**src/rtl/ddr4_phy_v2_2_1_pll_ctrl.sv**
```systemverilog
// ddr4_phy_v2_2_1_pll_ctrl: PHY PLL bank reset/lock sequencer with timeout retry and lock-loss supervision
module ddr4_phy_v2_2_1_pll_ctrl #(
  parameter int PLL_WIDTH    = 1,
  parameter int RST_HOLD_CYC = 16,
  parameter int LOCK_TIMEOUT = 4096,
  parameter int GATE_DELAY   = 8,
  parameter int MAX_RETRY    = 3,
  parameter int TCQ          = 100
) (
  input  logic                           div_clk,
  input  logic                           div_clk_rst,
  input  logic                           mmcm_lock,
  input  logic                           ub_rst_out,
  input  logic [PLL_WIDTH-1:0]           pll_lock_in,
  output logic                           pll_rst,
  output logic                           pllgate,
  output logic                           phy_clk_ready,
  output logic                           pll_fail,
  output logic                           lock_lost,
  output logic [$clog2(MAX_RETRY+1)-1:0] retry_cnt,
  output logic [7:0]                     lost_cnt
);
  localparam int TMAX = RST_HOLD_CYC > LOCK_TIMEOUT ? RST_HOLD_CYC : LOCK_TIMEOUT;
  localparam int TW   = $clog2(TMAX + 1);
  localparam int SW   = $clog2(GATE_DELAY + 1);
  localparam int RW   = $clog2(MAX_RETRY + 1);
  typedef enum logic [2:0] {IDLE, RST, WAIT_LOCK, DONE, FAIL} state_t;
  if (RST_HOLD_CYC < 2 || GATE_DELAY < 1 || MAX_RETRY < 1 || TCQ < 0) begin : g_param_check
    $error("ddr4_phy_v2_2_1_pll_ctrl: illegal parameter value");
  end
  state_t               state, state_nx;
  logic [TW-1:0]        timer, timer_nx;
  logic [SW-1:0]        stable, stable_nx;
  logic [RW-1:0]        retry_nx;
  logic [7:0]           lost_nx;
  logic [PLL_WIDTH-1:0] sync1, sync2;
  logic                 abort, lock_all, hold_end, tmo, gate_ok, loss;
  logic                 rst_nx, gate_nx, fail_nx;
  assign abort    = ~mmcm_lock | ub_rst_out;
  assign lock_all = &sync2;
  assign hold_end = timer == TW'(RST_HOLD_CYC - 1);
  assign tmo      = timer == TW'(LOCK_TIMEOUT - 1);
  // completes on the edge where the stable count would reach GATE_DELAY
  assign gate_ok  = lock_all && stable == SW'(GATE_DELAY - 1);
  always_ff @(posedge div_clk or posedge div_clk_rst)
    if (div_clk_rst) begin
      sync1         <= '0;
      sync2         <= '0;
      state         <= IDLE;
      timer         <= '0;
      stable        <= '0;
      retry_cnt     <= '0;
      lost_cnt      <= '0;
      pll_rst       <= 1'b1;
      pllgate       <= 1'b0;
      phy_clk_ready <= 1'b0;
      pll_fail      <= 1'b0;
      lock_lost     <= 1'b0;
    end else begin
      sync1         <= pll_lock_in;
      sync2         <= sync1;
      state         <= state_nx;
      timer         <= timer_nx;
      stable        <= stable_nx;
      retry_cnt     <= retry_nx;
      lost_cnt      <= lost_nx;
      pll_rst       <= rst_nx;
      pllgate       <= gate_nx;
      phy_clk_ready <= gate_nx;
      pll_fail      <= fail_nx;
      lock_lost     <= loss;
    end
  always_comb begin
    state_nx = state;
    retry_nx = retry_cnt;
    lost_nx  = lost_cnt;
    loss     = 1'b0;
    case (state)
      IDLE:      state_nx = abort ? IDLE : RST;
      RST:       state_nx = abort ? IDLE : hold_end ? WAIT_LOCK : RST;
      WAIT_LOCK:
        if (abort) state_nx = IDLE;
        else if (gate_ok) begin
          state_nx = DONE;
          retry_nx = '0;
        end else if (tmo) begin
          state_nx = retry_cnt == RW'(MAX_RETRY) ? FAIL : RST;
          retry_nx = retry_cnt == RW'(MAX_RETRY) ? retry_cnt : retry_cnt + RW'(1);
        end
      DONE:
        if (abort) state_nx = IDLE;
        else if (!lock_all) begin
          state_nx = RST;
          loss     = 1'b1;
          lost_nx  = &lost_cnt ? lost_cnt : lost_cnt + 8'd1;
        end
      default:   state_nx = FAIL;
    endcase
    timer_nx  = (state_nx == state && (state == RST || state == WAIT_LOCK)) ? timer + TW'(1) : '0;
    stable_nx = (state == WAIT_LOCK && state_nx == WAIT_LOCK && lock_all) ? stable + SW'(1) : '0;
  end
  always_comb begin
    rst_nx  = !(state_nx == WAIT_LOCK || state_nx == DONE);
    gate_nx = state_nx == DONE;
    fail_nx = state_nx == FAIL;
  end
endmodule

```
**config.mk**
```make
export PLATFORM = sky130hd
export DESIGN_NAME = ddr4_phy_v2_2_1_pll_ctrl
export DESIGN_NICKNAME = d
export VERILOG_FILES = /design/src/rtl/ddr4_phy_v2_2_1_pll_ctrl.sv
export SDC_FILE = /design/constraint.sdc
export NUM_CORES = 1
export LEC_CHECK = 0
export ABC_AREA = 0
export BUFFER_PORTS_ARGS = -buffer_cell sky130_fd_sc_hd__buf_2
export CAP_MARGIN = 20
export CORE_UTILIZATION = 51
export CTS_BUF_LIST = sky130_fd_sc_hd__clkbuf_16
export DETAILED_ROUTE_END_ITERATION = 8
export PLACE_DENSITY = 0.74
export SLEW_MARGIN = 40
export SYNTH_ARGS = -nofsm -noshare
export SYNTH_HDL_FRONTEND = slang
export SYNTH_SLANG_ARGS = --single-unit
```
**constraint.sdc**
```tcl
create_clock -name div_clk -period 2.1 [get_ports div_clk]
set_input_delay 0.63 -clock div_clk [delete_from_list [all_inputs] [get_ports div_clk]]
set_output_delay 0.63 -clock div_clk [all_outputs]
set_load 0.01 [all_outputs]
```
# [Yosys cells after proc, flatten, opt, wreduce, memory -nomap -nowiden]
# Cells that the tools add are included.
[totals] out_inout_bits=15 wordCells=62 ff_bits=36 inputBits=5
[op_classes] n_mux=18 eq_ne=12 reduce_logical=12 addsub=4 bitwise=5
[ops] cell="$mux 3" n=6
[ops] cell="$add 13x1->13 const B" n=1
[ops] cell="$eq 13x12->1 const B" n=1
[ops] cell="$eq 13x4->1 const B" n=1
[ops] cell="$mux 13" n=1
[ops] cell="$eq 3x2->1 const B" n=4
[ops] cell="$pmux 3 s4" n=1
[ops] cell="$mux 2" n=5
[ops] cell="$add 8x1->8 const B" n=1
[ops] cell="$reduce_and 4->1" n=2
[ops] cell="$reduce_and 8->1" n=1
[ops] cell="$add 4x1->4 const B" n=1
[ops] cell="$eq 4x3->1 const B" n=1
[ops] cell="$logic_and 1x1->1" n=4
[ops] cell="$mux 1" n=4
[ops] cell="$mux 4" n=1
[ops] cell="$not 1->1" n=4
[ops] cell="$eq 3x1->1 const B" n=1
[ops] cell="$eq 3x3->1" n=1
[ops] cell="$eq 3x3->1 const B" n=1
[ops] cell="$logic_not 3->1" n=1
[ops] cell="$add 2x1->2 const B" n=1
[ops] cell="$eq 2x2->1 const B" n=1
[ops] cell="$logic_or 1x1->1" n=2
[ops] cell="other kinds (4)" n=4

# [Depth between registers and ports, before layout]
# Gate-level depths: netlist of the first run.
[logic_depth] word_depth=10 depth_mapped=6

# [Least setup slack after synthesis of the first run]
# OpenSTA, ideal clock, no wires.
[synth_timing] path_type="reg2reg" start="register timer[0]" end="register timer[8]" setup_time_ns=0.119 period_less_slack_ns=1.953 arrival_time_ns=1.834 stages_incl_launch_ff=7 slack_ns=0.147 n_path_buf=1 cell_sequence="dfrtp_1 -> ha_1 -> nand3_1 -> or4_1 -> a22oi_4 -> buf_8 -> nor2_2"
[synth_via] elab_chain_len=8 elab_cells_between_ends=12 classes_between="1 x add/sub; 3 x eq/ne; 7 x mux; 1 x reduce/logical"
[synth_rtl] element="from (decl)" line="32" rtl="logic [TW-1:0] timer, timer_nx;"
[synth_rtl] element="from (signal assigned)" line="63" rtl="timer <= timer_nx;"
[synth_rtl] element="$eq 13x12->1" line="42" rtl="assign tmo = timer == TW'(LOCK_TIMEOUT - 1);"
[synth_rtl] element="$mux 3" line="86" rtl="end else if (tmo) begin"
[synth_rtl] element="$mux 3" line="83" rtl="else if (gate_ok) begin"
[synth_rtl] element="$mux 3" line="82" rtl="if (abort) state_nx = IDLE;"
[synth_rtl] element="$pmux 3 s4" line="78" rtl="case (state)"
[synth_rtl] element="$eq 3x3->1" line="99" rtl="timer_nx = (state_nx == state && (state == RST || state == WAIT_LOCK)) ? timer + TW'(1) : '0;"
[synth_rtl] element="$logic_and 1x1->1" line="99"
[synth_rtl] element="$mux 13 (*)" line="99"
[synth_rtl] element="named net timer_nx[8]" line="32"
# Mark *: on every way through the listed nets, which the timed path passes. The rest lies on a longest branch.
# A chain may end at the register's enable or synchronous reset.

# [Final worst setup path of the first run]
[layout_timing] start="register timer[0]" end="register timer[2]"
# The elaborated chain is that of the path after synthesis.

==> flow_metrics.py, run 1 <==
metrics = {
    "run_status": {
        "outcome": "completed",
    },
    "synth": {
        "syn_avg_cell_area_um2": 11.0,
        "synth.net_count": 164,
        "ys_ff_latch": 36,
        "synth_top_cell_area_share_pct": 51.2,
        "yosysTopAreaCell": "dfrtp_1",
        "synthTopCellsByCount": "dfrtp_1, nor2_1, nand2_1, nor2_2",
        "syn-cell-area_um2": 1710,
        "yosysSeqAreaShare_pct": 52.7,
        "synth-async-reset-ratio_pct": 100,
        "synth-edff-count": 0,
        "synthTopCellsByArea": "dfrtp_1, xnor2_1, xor2_1, nor2_2, ha_1",
        "syn_inst": 155,
        "yosysMostFrequentCell": "dfrtp_1",
        "netlist-cell-type-count": 40,
        "yosys_warnings": 0,
        "ys.flop_type": "dfrtp_1",
    },
    "floorplan": {
        "rows": 20,
        "core_area_um2": 3130,
        "die_area_um2": 3590,
        "die_y_um": 59.9,
        "die_width_um": 59.9,
        "start_util_pct": 54.7,
        "top_level_ports": 20,
    },
    "global_routing": {
        "antenna_found_initial": 0,
        "grt_overflow_total": 0,
        "grt_max_degree": 37,
        "grt_pass1_wl_mm": 5.11,
        "grt_usage_pct": 20.1,
        "grt_pass1_vias": 1224,
    },
    "place": {
        "gp_congestion": 0.823,
        "dp_slack_ps": 84.3,
        "dp_hpwl_mm": 2.15,
        "io_buffer_count": 19,
    },
    "clock_network": {
        "cts_made_buffers": 5,
        "post_cts_buffers": 0,
        "cts_resized": 0,
        "clock_path_buffers": 2,
        "clk_pin_slew_ps": 50,
        "cts.sinks": 36,
        "clockRootBuffer": "clkbuf_16",
        "cts_htree_levels": 2,
        "cts_tree": "yes",
        "worstSkewPairLatency_ps": 270,
        "postCtsHoldBufs": 0,
    },
    "timing": {
        "fmax_ghz": 0.504,
        "skew_ps": 3.57,
        "finalMaxSlewViolations": 0,
        "tightest_slew_ps": 580,
        "maxSlewHeadroom_pct": 60.9,
        "rsz0062_at_grt": "no",
        "tns_ps": 0,
        "finalCritPeriodShare_pct": 94.5,
        "min_period_ps": 1990,
        "hold_viol": 0,
        "finalSetupViolCount": 0,
        "fin_ws_ps": 115,
    },
    "worst_hold_path": {
        "hp-class": "flip-flop to flip-flop",
    },
    "setup_path": {
        "crit_type": "flip-flop to flip-flop",
        "cp.required_ps": 2260,
        "worstPathArrival_ps": 2140,
        "startpoint_type": "flip-flop",
        "cp_max_fo": 13,
        "critPathBufInv": 1,
        "critPathMaxStageDelay_ps": 580,
        "crit_family": "simple AND/OR/NAND/NOR gates",
        "slowest_stage": "or4_1",
        "crit_chain": "ha_1, nand3_1, or4_1, a22oi_4, buf_12, nor2_1",
        "endpoint_kind": "flip-flop",
    },
    "final_layout": {
        "regArea_um2": 902,
        "multi_input_area_um2": 764,
        "fin_nets": 200,
        "drive_gt1_share_pct": 29.2,
        "diodes": 0,
        "syn_to_final_growth_pct": 21.6,
        "fillers": 235,
    },
    "pwr": {
        "p_sw_share_pct": 19.4,
        "pwr-share-comb_pct": 2.2,
        "share_seq_of_total_power_pct": 49.8,
        "peakVddDrop_mv": 0.442,
        "p_int_w": 0.00114,
        "leakagePower_nw": 1.00,
        "pwr-share-clk_pct": 48.1,
        "power-per-cell-area_nw_per_um2": 679,
        "netSwitchingPower_w": 0.000274,
    },
    "flow_run": {
        "maxCapViolations": 0,
    },
    "detailed_routing": {
        "drt_iter0_drc": 27,
        "viasPerCell": 5.33,
        "ant_nets": 0,
        "wire_per_inst_um": 12.5,
        "routed_wl_mm": 2.95,
        "via_count": 1259,
        "drc_errors": 0,
        "first_pass_iters": 5,
    },
}
## cells in the final DEF, fill, tap and decap left out, types with 3 or more instances in the layout
cell and instances:
or4_1 3, nand4_1 4, nand2_1 10, xor2_1 9
and4_1 3, inv_1 6, clkbuf_16 5, nor2_1 13
nand3_1 9, buf_2 19, nor2_2 10, a21oi_1 4
ha_1 4, nor4_1 4, dfrtp_1 35, nor3_1 5
buf_4 11, xnor2_1 9
## metal layers
| layer | part of all wire, % | GRT usage [%] | vias up |
|---|---|---|---|
| met5 | 0 | 0 | - |
| met4 | 2.3 | 13.3 | 0 |
| met1 | 45 | 21.8 | 600 |
| met2 | 49 | 32.7 | 26 |
| li1 | - | - | 624 |
| met3 | 3.8 | 7.58 | 9 |
## through the flow
step | hold slack [ps] | cells | area, µm² | power [W] | utilization (%)
after global routing | 354 | 236 | 2080 | 0.00147 | 66.5
after detailed placement | 339 | 228 | 1940 | 0.000746 | 62.1
after global placement | 333 | 228 | 1940 | 0.000745 | 62.1
after floorplan | 331 | 155 | 1710 | 0.000733 | -
final | 350 | 236 | 2080 | 0.00141 | 66.5
after CTS | 353 | 236 | 2080 | 0.00144 | 66.5
## path summary, 6_finish.rpt
kind	start	end	slack (ps)	cells after the start
max	timer[0]	timer[2]	110	6
min	sync1	lock_all	350	0
max reg2reg	timer[0]	timer[2]	110	6
min reg2reg	sync1	lock_all	350	0
max in group asynchronous	div_clk_rst	pll_rst	1320	3
min in group asynchronous	div_clk_rst	lost_cnt[0]	450	3
## area by class of cell
type	count	share of cell area, %
Tap cell	44	2.65
Inverter	6	1.08
Timing Repair Buffer	31	9.50
Clock buffer	5	6.01
Multi-Input combinational cell	111	36.7
Clock inverter	3	0.661
Sequential cell	36	43.4
## power by group through the flow
stage / clock network (W) / logic (W) / registers [W]
after floorplan: 0 / 0.0000197 / 0.000713
after global placement: 0 / 0.0000314 / 0.000714
after detailed placement: 0 / 0.0000320 / 0.000714
after CTS: 0.000703 / 0.0000321 / 0.000702
after global routing: 0.000727 / 0.0000359 / 0.000703
final: 0.000679 / 0.0000310 / 0.000703
## registers in the layout (all words and copies together) (netlist names)
| register | count |
|---|---|
| state | 3 |
| retry_cnt | 2 |
| lock_all | 1 |
| sync1 | 1 |
| stable | 4 |
| pll_fail | 1 |
| pll_rst | 1 |
| phy_clk_ready | 1 |
| lock_lost | 1 |
| timer | 13 |
| lost_cnt | 8 |
## cells by family after synthesis
family	synth area share, %
and+or+nand+nor	24.5
DFF	52.7
xor gates and xnor gates	9.21
AOI/OAI and AO/OA	6.73
buffers and inverters	2.63
adders and majority gates	2.92
muxes	1.32
## worst reg2reg max path, cell delays in order, from the launching register on
cell     delay (ps)
dfrtp_1         410
ha_1            220
nand3_1         180
or4_1           580
a22oi_4         240
buf_12          170
nor2_1           60
Note: power is estimated with default switching activity, not from simulation.
==> run 2: changes to the inputs <==
--- a/config.mk
+++ b/config.mk
@@ -6,12 +6,13 @@
 export NUM_CORES = 1
 export LEC_CHECK = 0
 export ABC_AREA = 0
-export BUFFER_PORTS_ARGS = -buffer_cell sky130_fd_sc_hd__buf_2
+export BUFFER_PORTS_ARGS = -buffer_cell sky130_fd_sc_hd__buf_4
 export CAP_MARGIN = 20
 export CORE_UTILIZATION = 51
 export CTS_BUF_LIST = sky130_fd_sc_hd__clkbuf_16
 export DETAILED_ROUTE_END_ITERATION = 8
 export PLACE_DENSITY = 0.74
+export SKIP_LAST_GASP = 1
 export SLEW_MARGIN = 40
 export SYNTH_ARGS = -nofsm -noshare
 export SYNTH_HDL_FRONTEND = slang
==> constraint.sdc (replaced) <==
create_clock -name div_clk -period 2.1 [get_ports div_clk]
set_input_delay 0.42 -clock div_clk [delete_from_list [all_inputs] [get_ports div_clk]]
set_output_delay 0.42 -clock div_clk [all_outputs]
set_load 0.01 [all_outputs]
==> run 2 against run 1 <==
Compared with the run above: total power increased by 1.5%; clock power rose by 3%; global-route usage is 1.3 points higher; sequential cell count stayed put; critical endpoint is now timer[1]; register-to-register slack barely moved; highest routed layer unchanged; worst setup slack better by 2.0 ps; combinational power grew 6%.
==> flow_metrics.py, run 2 (synthesis results as in run 1) <==
metrics = {
    "clock_network": {
        "cts_resized": 0,
        "cts_tree": "yes",
        "cts.sinks": 36,
        "clk_pin_slew_ps": 50,
        "cts_made_buffers": 5,
        "postCtsHoldBufs": 0,
        "clockRootBuffer": "clkbuf_16",
        "cts_htree_levels": 2,
        "clock_path_buffers": 2,
        "post_cts_buffers": 0,
        "worstSkewPairLatency_ps": 280,
    },
    "setup_path": {
        "startpoint_type": "flip-flop",
        "cp.required_ps": 2270,
        "endpoint_kind": "flip-flop",
        "crit_family": "simple AND/OR/NAND/NOR gates",
        "slowest_stage": "or4_1",
        "cp_max_fo": 13,
        "worstPathArrival_ps": 2150,
        "critPathBufInv": 1,
        "critPathMaxStageDelay_ps": 590,
        "crit_type": "flip-flop to flip-flop",
        "crit_chain": "ha_1, nand3_1, or4_1, a22oi_4, buf_12, nor2b_1",
    },
    "timing": {
        "min_period_ps": 1980,
        "tns_ps": 0,
        "skew_ps": 3.52,
        "finalCritPeriodShare_pct": 94.4,
        "maxSlewHeadroom_pct": 71.0,
        "rsz0062_at_grt": "no",
        "finalMaxSlewViolations": 0,
        "tightest_slew_ps": 436,
        "fmax_ghz": 0.504,
        "hold_viol": 0,
        "finalSetupViolCount": 0,
    },
    "final_layout": {
        "regMostFlops": "timer",
        "diodes": 0,
        "final_common_cell": "dfrtp_1",
        "fin_nets": 200,
        "drive_gt1_share_pct": 29.2,
        "reg_top3": "timer x13, lost_cnt x8, stable x4",
        "largest_register_ffs": 13,
        "final_cell_mix": "dfrtp_1, buf_4, nor2_1, nand2_1, nor2_2",
        "syn_to_final_growth_pct": 24.3,
        "final_cell_area_um2": 2130,
    },
    "place": {
        "placed_area_um2": 1990,
        "gp_congestion": 0.791,
        "io_buffer_count": 19,
        "dp_hpwl_mm": 2.25,
    },
    "pwr": {
        "pwr-share-clk_pct": 48.7,
        "p_total_w": 0.00143,
        "leakagePower_nw": 1.00,
        "p_sw_share_pct": 20.4,
        "p_int_w": 0.00114,
        "peakVddDrop_mv": 0.411,
        "pwr-share-comb_pct": 2.3,
        "netSwitchingPower_w": 0.000293,
        "share_seq_of_total_power_pct": 49.0,
        "power-per-cell-area_nw_per_um2": 673,
    },
    "detailed_routing": {
        "first_pass_iters": 4,
        "wire_per_inst_um": 13.6,
        "viasPerCell": 5.46,
        "ant_nets": 0,
        "via_count": 1289,
        "drc_errors": 0,
        "drt_iter0_drc": 70,
        "routed_wl_mm": 3.22,
    },
    "run_status": {
        "outcome": "completed",
    },
    "floorplan": {
        "die_width_um": 59.9,
        "start_util_pct": 54.7,
        "die_y_um": 59.9,
        "rows": 20,
        "core_area_um2": 3130,
        "die_area_um2": 3590,
        "top_level_ports": 20,
    },
    "global_routing": {
        "grt_overflow_total": 0,
        "grt_max_degree": 37,
        "grt_usage_pct": 21.4,
        "antenna_found_initial": 0,
        "grt_pass1_wl_mm": 5.44,
        "grt_pass1_vias": 1216,
    },
    "flow_run": {
        "maxCapViolations": 0,
    },
    "worst_hold_path": {
        "hp-class": "input port to asynchronous set/reset pin",
    },
}
[run 2: cell counts in the layout (fill, tap and decap cells not counted)]
Identical to the previous run, type by type.
[run 2: path summary, 6_finish.rpt]
kind	from	end	slack [ps]	cells past startpoint
max in group asynchronous	div_clk_rst	pll_rst	1510	3
worst max-delay path	timer[0]	timer[1]	120	6
worst min register to register	sync1	lock_all	350	0
worst min-delay path	div_clk_rst	timer[7]	250	3
min in group div_clk	pll_lock_in	sync1	250	1
worst max register to register	timer[0]	timer[1]	120	6
[run 2: cell type report]
| class | count | area, µm² |
|---|---|---|
| flip-flops and latches | 36 | 902 |
| clock buffers | 5 | 125 |
| multi-input cells | 111 | 764 |
| inverters | 6 | 22.5 |
| repair buffers | 31 | 245 |
| clock inverters | 3 | 13.8 |
| fillers | 256 | 1000 |
| well taps | 44 | 55.1 |
[run 2: power by group through the flow]
stage	sequential, W	clock (W)	combinational, W
6_report	0.000702	0.000698	0.0000329
5_1_grt	0.000702	0.000744	0.0000371
4_1_cts	0.000702	0.000717	0.0000344
3_5_place_dp	0.000714	0	0.0000342
3_3_place_gp	0.000714	0	0.0000333
2_1_floorplan	0.000713	0	0.0000197
[run 2: worst reg2reg max path: stages, from the launching register on]
cell	delay (ps)
dfrtp_1	420
ha_1	210
nand3_1	170
or4_1	590
a22oi_4	250
buf_12	170
nor2b_1	60
[run 2: stage by stage]
step           cells  setup WS [ps]  util, %  hold slack [ps]
6_report         236            117     68.0              246
2_1_floorplan    155            147        -              331
4_1_cts          236            117     68.0              242
3_3_place_gp     228            193     63.6              335
3_5_place_dp     228            135     63.6              343
5_1_grt          236           19.0     68.0              238
[run 2: per-layer routing]
layer,GRT usage [%],vias up,share of wire [%]
met5,0,-,0
met4,12.6,0,2.2
met3,6.49,6,4.4
met2,35.6,31,51
met1,24.2,627,42
li1,-,625,-
==> run 3: changes to the inputs <==
--- a/config.mk
+++ b/config.mk
@@ -6,7 +6,7 @@
 export NUM_CORES = 1
 export LEC_CHECK = 0
 export ABC_AREA = 0
-export BUFFER_PORTS_ARGS = -buffer_cell sky130_fd_sc_hd__buf_4
+export BUFFER_PORTS_ARGS = -buffer_cell sky130_fd_sc_hd__buf_2
 export CAP_MARGIN = 20
 export CORE_UTILIZATION = 51
 export CTS_BUF_LIST = sky130_fd_sc_hd__clkbuf_16
==> run 3 against run 2 <==
Compared with the run above: critical path depth stayed put; die area is the same; largest power group is now the clock network; non-clock buffer count fell by 2.
==> flow_metrics.py, run 3 (synthesis results as in run 1) <==
metrics = {
    "final_layout": {
        "fillers": 224,
        "fin_nets": 198,
        "utilization_pct": 68.9,
        "syn_to_final_growth_pct": 25.9,
        "diodes": 0,
        "final_cell_mix": "dfrtp_1, buf_2, nor2_1, nand2_1, nor2_2",
        "multi_input_area_um2": 764,
        "drive_gt1_share_pct": 28.9,
        "largest_register_ffs": 13,
        "final_common_cell": "dfrtp_1",
        "final_cell_area_um2": 2150,
        "reg_top3": "timer x13, lost_cnt x8, stable x4",
        "regArea_um2": 902,
        "regMostFlops": "timer",
    },
    "detailed_routing": {
        "viasPerCell": 5.53,
        "wl_met2_mm": 1.78,
        "highest_layer": "met4",
        "route.met3.wl_um": 94,
        "first_pass_iters": 4,
        "drt_iter0_drc": 65,
        "ant_nets": 0,
        "wirelength_met1_mm": 1.39,
        "routed_wl_mm": 3.30,
        "via_count": 1293,
        "wire_per_inst_um": 14.1,
        "drc_errors": 0,
    },
    "clock_network": {
        "cts_made_buffers": 5,
        "cts_resized": 0,
        "cts.sinks": 36,
        "cts_tree": "yes",
        "clockRootBuffer": "clkbuf_16",
        "clk_pin_slew_ps": 50,
        "postCtsHoldBufs": 0,
        "worstSkewPairLatency_ps": 280,
        "cts_htree_levels": 2,
        "post_cts_buffers": 0,
        "clock_path_buffers": 2,
    },
    "worst_hold_path": {
        "hp-class": "input port to asynchronous set/reset pin",
    },
    "global_routing": {
        "grt_overflow_total": 0,
        "grt_usage_pct": 21.4,
        "grt_pass1_wl_mm": 5.52,
        "antenna_found_initial": 0,
        "grt_max_degree": 22,
        "grt_pass1_vias": 1249,
    },
    "setup_path": {
        "cp_max_fo": 13,
        "crit_type": "flip-flop to flip-flop",
        "endpoint_kind": "flip-flop",
        "startpoint_type": "flip-flop",
        "cp.required_ps": 2270,
        "worstPathArrival_ps": 2110,
    },
    "floorplan": {
        "rows": 20,
        "die_area_um2": 3590,
        "die_width_um": 59.9,
        "start_util_pct": 54.7,
        "core_area_um2": 3130,
        "die_y_um": 59.9,
        "top_level_ports": 20,
    },
    "timing": {
        "min_period_ps": 1950,
        "skew_ps": 4.37,
        "hold_viol": 0,
        "finalMaxSlewViolations": 0,
        "tns_ps": 0,
        "rsz0062_at_grt": "no",
        "finalCritPeriodShare_pct": 92.7,
        "finalSetupViolCount": 0,
        "tightest_slew_ps": 647,
        "fmax_ghz": 0.514,
        "hold_slack_ps": 226,
        "maxSlewHeadroom_pct": 56.8,
    },
    "pwr": {
        "leakagePower_nw": 1.03,
        "power-per-cell-area_nw_per_um2": 836,
        "peakVddDrop_mv": 0.577,
    },
    "place": {
        "gp_congestion": 0.839,
        "io_buffer_count": 19,
        "placed_area_um2": 1940,
        "dp_hpwl_mm": 2.29,
    },
    "flow_run": {
        "maxCapViolations": 0,
    },
    "run_status": {
        "outcome": "completed",
    },
}
## run 3: cell count changes in the layout (fill, tap and decap cells not counted)
cell,before,now
clkinv_1,1,0
buf_2,0,19
buf_12,1,2
bufinv_16,0,3
buf_4,30,8
clkinv_2,2,0
## run 3: per-layer routing
layer | GRT usage (%) | vias up
met1 | 24.5 | 639
met2 | 37.5 | 25
met3 | 4.55 | 6
met5 | 0 | -
li1 | - | 623
met4 | 10.6 | 0
## run 3: final timing paths
path | end | startpoint | slack [ps] | cells past startpoint
min in group div_clk | sync1 | pll_lock_in | 250 | 1
max in group asynchronous | timer[10] | div_clk_rst | 1340 | 3
max reg2reg | timer[1] | timer[0] | 150 | 6
max | timer[1] | timer[0] | 150 | 6
min | lost_cnt[1] | div_clk_rst | 230 | 2
min reg2reg | lock_all | sync1 | 350 | 0
## run 3: layout make-up
type / count / share of cell area, %
clock buffers: 5 / 5.81
flip-flops and latches: 36 / 41.9
clock inverters: 3 / 4.18
well taps: 44 / 2.56
inverters: 6 / 1.05
multi-input cells: 111 / 35.5
repair buffers: 29 / 9.06
## run 3: critical path, stage by stage, from the launching register on
cell	delay, ps
dfrtp_1	420
ha_1	210
nand3_1	160
or4_1	570
a22oi_4	250
buf_12	170
nor2b_1	60
## run 3: metrics by stage
step           total power, W  setup slack (ps)  std cells
3_3_place_gp         0.000748               184        226
2_1_floorplan        0.000733               147        155
5_1_grt               0.00184              27.8        234
3_5_place_dp         0.000750               140        226
4_1_cts               0.00181               136        234
6_report              0.00180               154        234
## run 3: where the power goes
group          internal (W)  total [W]  switching [W]  leakage, nW
Combinational     0.0000129  0.0000346      0.0000217        0.429
Sequential         0.000698   0.000703     0.00000496        0.494
Clock              0.000800    0.00106       0.000264        0.104
Total               0.00151    0.00180       0.000291         1.03
